--- config.mk ---
export PLATFORM = sky130hd
export DESIGN_NAME = counter_mod_updown
export DESIGN_NICKNAME = d
export VERILOG_FILES = /design/src/rtl/counter_mod_updown.sv
export SDC_FILE = /design/constraint.sdc
export NUM_CORES = 1
export LEC_CHECK = 0
export ABC_AREA = 1
export CAP_MARGIN = 40
export CORE_AREA = 2 2 39 41
export DETAILED_ROUTE_END_ITERATION = 16
export DIE_AREA = 0 0 41 43
export PLACE_DENSITY = 0.72
export RECOVER_POWER = 100
export SLEW_MARGIN = 20
export SYNTH_ARGS = -nofsm -noshare
export SYNTH_HDL_FRONTEND = slang
export SYNTH_SLANG_ARGS = --single-unit
--- constraint.sdc ---
create_clock -name clk -period 2.4 [get_ports clk]
set_clock_uncertainty 0.2 [all_clocks]
set_input_delay 0.48 -clock clk [delete_from_list [all_inputs] [get_ports clk]]
set_output_delay 0.48 -clock clk [all_outputs]
set_load 0.1 [all_outputs]
--- src/rtl/counter_mod_updown.sv ---
// counter_mod_updown -- synchronous modulo-N up/down counter.
//
// Successor to the 4-bit free-running ripple-carry counter. It counts in
// 0..MODULUS-1 in either direction and has a synchronous clear, a clamped
// parallel load, and 74x163-style dual enables.
//
// Cascading: tie stage k+1 en_t to stage k rco and share en_p across all
// stages. The chain then behaves as one wide modulo counter.
//
// Parameters
//   WIDTH     counter width, 2..16
//   MODULUS   count range 0..MODULUS-1, 2..2**WIDTH
//   RESET_VAL value loaded by rst_n, < MODULUS
//
// Ports
//   clk         rising-edge clock
//   rst_n       asynchronous active-low reset
//   en_p        parallel count enable (does not affect rco)
//   en_t        trickle/cascade count enable (gates rco)
//   up          1 = count up, 0 = count down
//   clr         synchronous clear to 0 (highest priority)
//   load        synchronous load of load_val (clamped to MODULUS-1)
//   load_val    value to load
//   count       registered count
//   rco         combinational ripple-carry-out
//   wrap        registered pulse, high in the cycle count shows a wrapped value
//
// Optional build macro COUNTER_MOD_STICKY_EN adds two ports:
//   wrap_ack    clears wrap_sticky
//   wrap_sticky latched wrap flag; set wins over ack; clr clears it
module counter_mod_updown #(
  parameter int WIDTH     = 4,
  parameter int MODULUS   = 16,
  parameter int RESET_VAL = 0
) (
  input  logic             clk,
  input  logic             rst_n,
  input  logic             en_p,
  input  logic             en_t,
  input  logic             up,
  input  logic             clr,
  input  logic             load,
  input  logic [WIDTH-1:0] load_val,
`ifdef COUNTER_MOD_STICKY_EN
  input  logic             wrap_ack,
  output logic             wrap_sticky,
`endif
  output logic [WIDTH-1:0] count,
  output logic             rco,
  output logic             wrap
);

  // Elaboration-time guards on the parameter ranges.
  if (WIDTH < 2 || WIDTH > 16) begin : g_bad_width
    $error("counter_mod_updown: WIDTH out of range 2..16");
  end
  if (MODULUS < 2 || MODULUS > (1 << WIDTH)) begin : g_bad_mod
    $error("counter_mod_updown: MODULUS out of range 2..2**WIDTH");
  end
  if (RESET_VAL < 0 || RESET_VAL >= MODULUS) begin : g_bad_rst
    $error("counter_mod_updown: RESET_VAL must be below MODULUS");
  end

  localparam logic [WIDTH-1:0] TOP  = WIDTH'(MODULUS - 1);
  localparam logic [WIDTH-1:0] RSTV = WIDTH'(RESET_VAL);
  // MODULUS may equal 2**WIDTH, so one extra bit is needed to hold it.
  localparam logic [WIDTH:0]   MODX = (WIDTH+1)'(MODULUS);

  typedef struct packed {
    logic [WIDTH-1:0] cnt;
    logic             wrap;
  } nxt_t;

  logic at_top, at_bot, step, load_ok;
  nxt_t nxt;

  assign at_top  = (count == TOP);
  assign at_bot  = (count == '0);
  assign step    = en_p & en_t;
  assign load_ok = ({1'b0, load_val} < MODX);

  // Terminal-count detect depends on the registered count and the live
  // direction/en_t only, so a direction flip at a terminal value shows
  // up on rco without waiting for an edge.
  assign rco = en_t & (up ? at_top : at_bot);

  // Next-state selection: clr > load > count > hold. Wrapping is done by
  // explicit terminal compare so the range is modulo MODULUS rather than
  // modulo 2**WIDTH.
  always_comb begin
    nxt.cnt  = count;
    nxt.wrap = 1'b0;
    if (clr) begin
      nxt.cnt = '0;
    end else if (load) begin
      nxt.cnt = load_ok ? load_val : TOP;
    end else if (step) begin
      if (up) begin
        nxt.cnt  = at_top ? '0 : count + WIDTH'(1);
        nxt.wrap = at_top;
      end else begin
        nxt.cnt  = at_bot ? TOP : count - WIDTH'(1);
        nxt.wrap = at_bot;
      end
    end
  end

  always_ff @(posedge clk or negedge rst_n) begin
    if (!rst_n) begin
      count <= RSTV;
      wrap  <= 1'b0;
    end else begin
      count <= nxt.cnt;
      wrap  <= nxt.wrap;
    end
  end

`ifdef COUNTER_MOD_STICKY_EN
  // A new wrap on the same edge as an ack keeps the flag set, so no
  // wrap event is ever lost to a late acknowledge.
  always_ff @(posedge clk or negedge rst_n) begin
    if (!rst_n)          wrap_sticky <= 1'b0;
    else if (clr)        wrap_sticky <= 1'b0;
    else if (nxt.wrap)   wrap_sticky <= 1'b1;
    else if (wrap_ack)   wrap_sticky <= 1'b0;
  end
`endif

endmodule
Yosys cells after proc, flatten, opt, wreduce, memory -nomap -nowiden

Cells that the tools add are included.

Add/subtract/negate cells: 2
Eq/ne operators: 1
Muxes and demuxes: 9
Bitwise operators: 2
Reductions and logical operators: 2

Operators by type and width:

| cell                | number |
|---|---|
| $mux 4              | 4 |
| $mux 5              | 2 |
| $add 4x1->4 const B | 1 |
| $eq 4x4->1 const B  | 1 |
| $logic_not 4->1     | 1 |
| $sub 4x1->4 const B | 1 |
| $mux 1              | 3 |
| $reduce_bool 3->1   | 1 |
| $and 1x1->1         | 2 |

Register bits: 5
Input bits: 11
Output and inout bits: 6
Word-level logic and storage cells: 18

Longest topological paths before layout

Gate-level depths: netlist (run 1).

Depth in word-level cells: 6
Mapped depth: 10
Gate-level depth less buffers: 9

Worst setup path after synthesis (run 1)

OpenSTA, ideal clock, no wires.

Kind: flip-flop to output port
From: reg count[1]
To: out rco
Arrival: 2.879 ns
Data required time: 1.720 ns
Path slack: -1.159 ns
Cell stages (with the launch flop): 6
Buffers on the path: 0
Cell sequence: dfrtp_1 ha_1 nand2_1 o21ai_0 nand2b_1 nor2_1

Word-level cells in the longest chain between the ends: 3
Elaborated cells on any way between the ends: 4
Classes of those cells: 1 x eq/ne; 1 x mux; 1 x bitwise; 1 x reduce/logical

RTL lines:

| item                                          | RTL line | RTL |
|---|---|---|
| start, declared                               | 48       | `output logic [WIDTH-1:0] count,` |
| start signal, assigned                        | 113      | `count <= nxt.cnt;` |
| $eq 4x4->1 or $logic_not 4->1 (tied branches) | 77, 78   |  |
| $mux 1 *                                      | 85       | `assign rco = en_t & (up ? at_top : at_bot);` |
| $and 1x1->1 *                                 | 85       |  |
| end, declared                                 | 49       | `output logic rco,` |

Mark *: on every way between the ends. The rest lies on a longest branch, timed or not.

Final worst setup path (run 1)

From: in up
To: out rco

Word-level cells in the longest chain between the ends: 2

RTL lines:

| item            | RTL line | RTL |
|---|---|---|
| start, declared | 40       | `input logic up,` |
| $mux 1          | 85       |  |
| $and 1x1->1     | 85       |  |

No other way between the ends.

==> impl_metrics.json, run 1 <==
{
  "synth_cells": 58,
  "ir_drop_mv": 0.469,
  "synthToLayoutAreaGrowth_pct": 47.3,
  "critical_path.max_fanout": 5,
  "power.switching_mw": 0.130,
  "vias": 442,
  "drive_gt1_share_pct": 25.6,
  "rsz0062_at_grt": "no",
  "postRouteAntennaNets": 0,
  "rows": 14,
  "postCtsSetupBuffers": 0,
  "dr.pass1.iters": 4,
  "min_period_ps": 2320,
  "slew_violations": 0,
  "num_io_pins": 17,
  "cts_tree": "built",
  "worstSetupPathType": "in -> out",
  "drcViolationCount": 0,
  "maxSlewHeadroom_pct": 22.2,
  "via_per_inst": 4.70,
  "fp.dieW_um": 41,
  "die_area_um2": 1760,
  "routed_wl_um": 987,
  "grt_pass1_vias": 406,
  "synth_area_leader_cell": "dfrtp_1",
  "hold_viol": 0,
  "final_cell_mix": "nand2_1, clkdlybuf4s50_1, nand3_1, inv_1, clkbuf_2",
  "first_iter_violations": 11,
  "swShare_pct": 39.4,
  "clock_path_buffers": 2,
  "setup_tns_ps": 0,
  "pwr-share-comb_pct": 38.9,
  "grt.total_usage_pct": 13.7,
  "internal-power_mw": 0.200,
  "seqPwrFrac_pct": 31.5,
  "clock_latency_ps": 240,
  "cts_hold_buf": 0,
  "synthesis.nets": 72,
  "nets": 93,
  "worstPathArrival_ps": 1640,
  "required_ps": 1720,
  "synthTopCellsByArea": "dfrtp_1, nand2_1, ha_1, nand3_1, inv_1",
  "ys_seq_elements": 5,
  "seq_area_frac_synth_pct": 29.6,
  "routedWlPerCell_um": 10.5,
  "setup_slack_ps": 80.7,
  "cts_resized": 0,
  "r2r-start": "count[0]",
  "antenna_found_initial": 0,
  "clock-sinks": 5,
  "dp_hpwl_um": 761,
  "gp_congestion": 0.760,
  "yosysTopAreaCellShare_pct": 29.6,
  "maxCapViolCount": 0,
  "worstRegToRegCells": 5,
  "cts_made_buffers": 3,
  "min_path_type": "in -> async",
  "end_kind": "output pin",
  "clockRootBuffer": "clkbuf_4",
  "grt_max_degree": 10,
  "synthDistinctLibCells": 19,
  "final_common_cell": "nand2_1",
  "leakage_nw": 0.297,
  "worst_pin_slew_ps": 1170,
  "pwr-share-clk_pct": 29.6,
  "dpl-instance-area_um2": 614,
  "dp_slack_ps": 73.3,
  "die-height_um": 43,
  "setup.worst_path.start_class": "input pin",
  "avgSynthCellArea_um2": 7.29,
  "synth_area_um2": 423,
  "fmaxAchievable_mhz": 431,
  "clkTransAtPathRegs_ps": 50,
  "ys_warn_count": 0,
  "htreeDepth": 1,
  "power_density_nw_per_um2": 529,
  "reg2reg_slack_ps": 830,
  "portBuffers": 16,
  "grt_overflow_total": 0,
  "setup_violations": 0,
  "final.period_utilization_pct": 96.6,
  "final_cell_area_um2": 623,
  "core_area_um2": 1380,
  "antenna_cells": 0,
  "status": "complete, no violations",
  "grt_first_pass_wirelength_mm": 1.61,
  "initial_core_util_pct": 30.6,
  "r2r_end": "wrap"
}
## worst max-delay path, cell delays in order
cell and delay (ps):
clkdlybuf4s50_1 560, a21oi_2 60, nand2b_2 220, nor2_4 130, buf_12 180
## worst max path at each step
stage	from	to	slack, ps	depth (start not counted)
final	up	rco	80	5
after global routing	count[1]	rco	10	6
after CTS	count[1]	rco	50	6
after detailed placement	up	rco	70	5
after global placement	up	rco	90	5
after floorplan	count[2]	rco	4	5
## final cells by class
type | count | area, µm²
fillers | 147 | 761
multi-input cells | 44 | 258
repair buffers | 17 | 151
flip-flops and latches | 5 | 135
inverters | 8 | 32.5
clock buffers | 4 | 26.3
well taps | 16 | 20.0
## power groups by stage
stage | Clock, mW | Combinational, mW | Sequential [mW]
floorplan | 0 | 0.0568 | 0.137
global placement | 0 | 0.131 | 0.104
global route | 0.108 | 0.138 | 0.105
detailed placement | 0 | 0.132 | 0.104
CTS | 0.101 | 0.133 | 0.103
finish | 0.0974 | 0.128 | 0.104
## per-layer routing
| layer | GRT usage, % | vias to the layer above | part of all wire (%) |
|---|---|---|---|
| li1 | - | 229 | - |
| met1 | 16.8 | 198 | 44 |
| met2 | 20.3 | 15 | 50 |
| met3 | 5.24 | 0 | 5.0 |
| met4 | 6.00 | 0 | 0 |
| met5 | 0 | - | 0 |
## Yosys cell counts
master / count
nand2_1: 17
inv_1: 7
nand3_1: 7
dfrtp_1: 5
ha_1: 3
a22oi_1: 2
nor2_1: 2
nor2_2: 2
o22ai_1: 2
xnor2_1: 2
a21oi_2: 1
buf_6: 1
inv_2: 1
nand2b_1: 1
nand4_1: 1
nor2_4: 1
nor4_2: 1
o21ai_0: 1
o21ai_1: 1
## sequential cells by signal, indices dropped and copies added (netlist names)
register / cells
count: 4
wrap: 1
## logic make-up after synthesis
kind of cell    after synthesis  share of synthesized area [%]
simple gates                 32                           36.7
buf+inv                       9                           9.76
compound gates                7                           10.9
flops                         5                           29.6
fa+ha+maj                     3                           8.88
xor+xnor                      2                           4.14
## per-stage QoR
step	util (%)	instances	hold WS (ps)	total power [mW]
2_1_floorplan	-	58	-15.6	0.194
3_3_place_gp	44.4	90	370	0.235
3_5_place_dp	44.4	90	383	0.237
4_1_cts	46.3	94	247	0.337
5_1_grt	45.0	94	321	0.351
6_report	45.0	94	320	0.330
No activity file was read; power rests on OpenSTA's default activity.
==> run 2: changes to the inputs <==
Settings changed: CTS_CLUSTER_SIZE from default to 12, REMOVE_ABC_BUFFERS from default to 1.
==> run 2 against run 1 <==
Wire length fell by 3.6%. Critical path depth is 1 higher. Flip-flop and latch count stayed put. Final cell count rose by 1.1%. Register-to-register slack about the same. First-iteration DRC count fell by 55%. Sequential share of layout area shrank 1.1 points. Final area is 1.4% lower.
==> impl_metrics.json, run 2 (synthesis gave the netlist of run 1 again) <==
{
  "required_ps": 1720,
  "maxCapViolCount": 0,
  "holdWs_ps": 323,
  "finalPower_mw": 0.324,
  "setup.worst_path.start_class": "flop",
  "grt.total_usage_pct": 12.6,
  "min_period_ps": 2240,
  "rows": 14,
  "largest-register": "count",
  "status": "complete, no violations",
  "reg_top3": "count x4, wrap x1",
  "vias": 439,
  "critical_path.max_fanout": 6,
  "power_density_nw_per_um2": 527,
  "leakage_nw": 0.304,
  "setup_slack_ps": 156,
  "dp_hpwl_um": 795,
  "fmaxAchievable_mhz": 446,
  "gp_congestion": 0.772,
  "rsz0062_at_grt": "no",
  "initial_core_util_pct": 30.6,
  "portBuffers": 16,
  "final_cell_area_um2": 614,
  "final_common_cell": "nand2_1",
  "dp_cells": 91,
  "grt_first_pass_wirelength_mm": 1.41,
  "slew_violations": 0,
  "largest_reg_flops": 4,
  "clockRootBuffer": "clkbuf_4",
  "grt_pass1_vias": 377,
  "htreeDepth": 1,
  "cts_tree": "built",
  "clkTransAtPathRegs_ps": 40,
  "clock_path_buffers": 2,
  "min_path_type": "in -> async",
  "cts_made_buffers": 3,
  "grt_max_degree": 8,
  "clock_latency_ps": 240,
  "routedWlPerCell_um": 10.0,
  "multiInputGateArea_um2": 250,
  "fillers": 151,
  "worstPathArrival_ps": 1560,
  "clock-sinks": 5,
  "routed_wl_um": 951,
  "final_cell_mix": "nand2_1, clkdlybuf4s50_1, inv_1, nand3_1, dfrtp_1",
  "hold_viol": 0,
  "cpPeakStageDelay_ps": 430,
  "ir_drop_mv": 0.268,
  "dpl-instance-area_um2": 617,
  "end_kind": "output pin",
  "via_per_inst": 4.62,
  "grt_overflow_total": 0,
  "setup_violations": 0,
  "core_area_um2": 1380,
  "dr.pass1.iters": 4,
  "fp.dieW_um": 41,
  "final.period_utilization_pct": 93.5,
  "area.sequential_um2": 126,
  "die_area_um2": 1760,
  "num_io_pins": 17,
  "antenna_cells": 0,
  "maxSlewHeadroom_pct": 23.0,
  "nets": 94,
  "final_cells": 95,
  "dp_slack_ps": 111,
  "drcViolationCount": 0,
  "drive_gt1_share_pct": 19.0,
  "synthToLayoutAreaGrowth_pct": 45.3,
  "cpMaxStageDelayCell": "dfrtp_2",
  "worstPathCellList": "ha_1, nand2_1, o21ai_0, nand2b_1, nor2_2, buf_6",
  "antenna_found_initial": 0,
  "worstSetupPathType": "reg -> out",
  "postRouteAntennaNets": 0,
  "die-height_um": 43,
  "first_iter_violations": 5,
  "worst_pin_slew_ps": 1160
}
-- run 2: final timing paths --
kind	start	end	slack, ps	cells after the start
worst max-delay path	count[1]	rco	160	6
worst max register to register	count[1]	wrap	820	5
min in group clk	count[3]	count[3]	400	2
worst min register to register	count[3]	count[3]	400	2
worst min-delay path	rst_n	wrap	320	1
max in group asynchronous	rst_n	count[1]	1480	1
-- run 2: worst max-delay path, delay by kind of cell (launching register included) --
kind / cells / cell delay (ps)
flip-flops: 1 / 430
AND/OR/NAND/NOR: 3 / 300
buffers and inverters: 1 / 230
adder cells (fa/ha/maj): 1 / 190
AO/OA/AOI/OAI: 1 / 180
-- run 2: power breakdown --
part	total (mW)	internal (mW)	switching, mW
clock	0.0954	0.0627	0.0327
combinational	0.129	0.0456	0.0833
sequential	0.0992	0.0900	0.00929
total	0.324	0.198	0.125
-- run 2: timing repair --
action,4_1_cts,5_1_grt
hold buffers,0,0
gates resized for setup,0,2
setup endpoints to repair,0,1
buffers inserted,0,0
-- run 2: per-layer routing --
metal,vias up,GRT usage (%),wire length [µm]
met1,197,13.2,423
met5,-,0,0
met4,0,6.00,0
li1,232,-,-
met2,10,19.7,480
met3,0,6.28,47
-- run 2: area by class of cell --
cell class / count / share of cell area, %
inverter: 8 / 4.89
sequential: 5 / 20.6
tap: 16 / 3.26
multi-input combinational: 44 / 40.7
clock buffer: 4 / 4.28
timing repair buffer: 18 / 26.3
-- run 2: stage by stage --
stage | utilization [%] | TNS (ps)
detailed placement | 44.6 | 0
global placement | 44.6 | 0
CTS | 46.5 | 0
floorplan | - | -1220
global route | 44.4 | 0
finish | 44.4 | 0
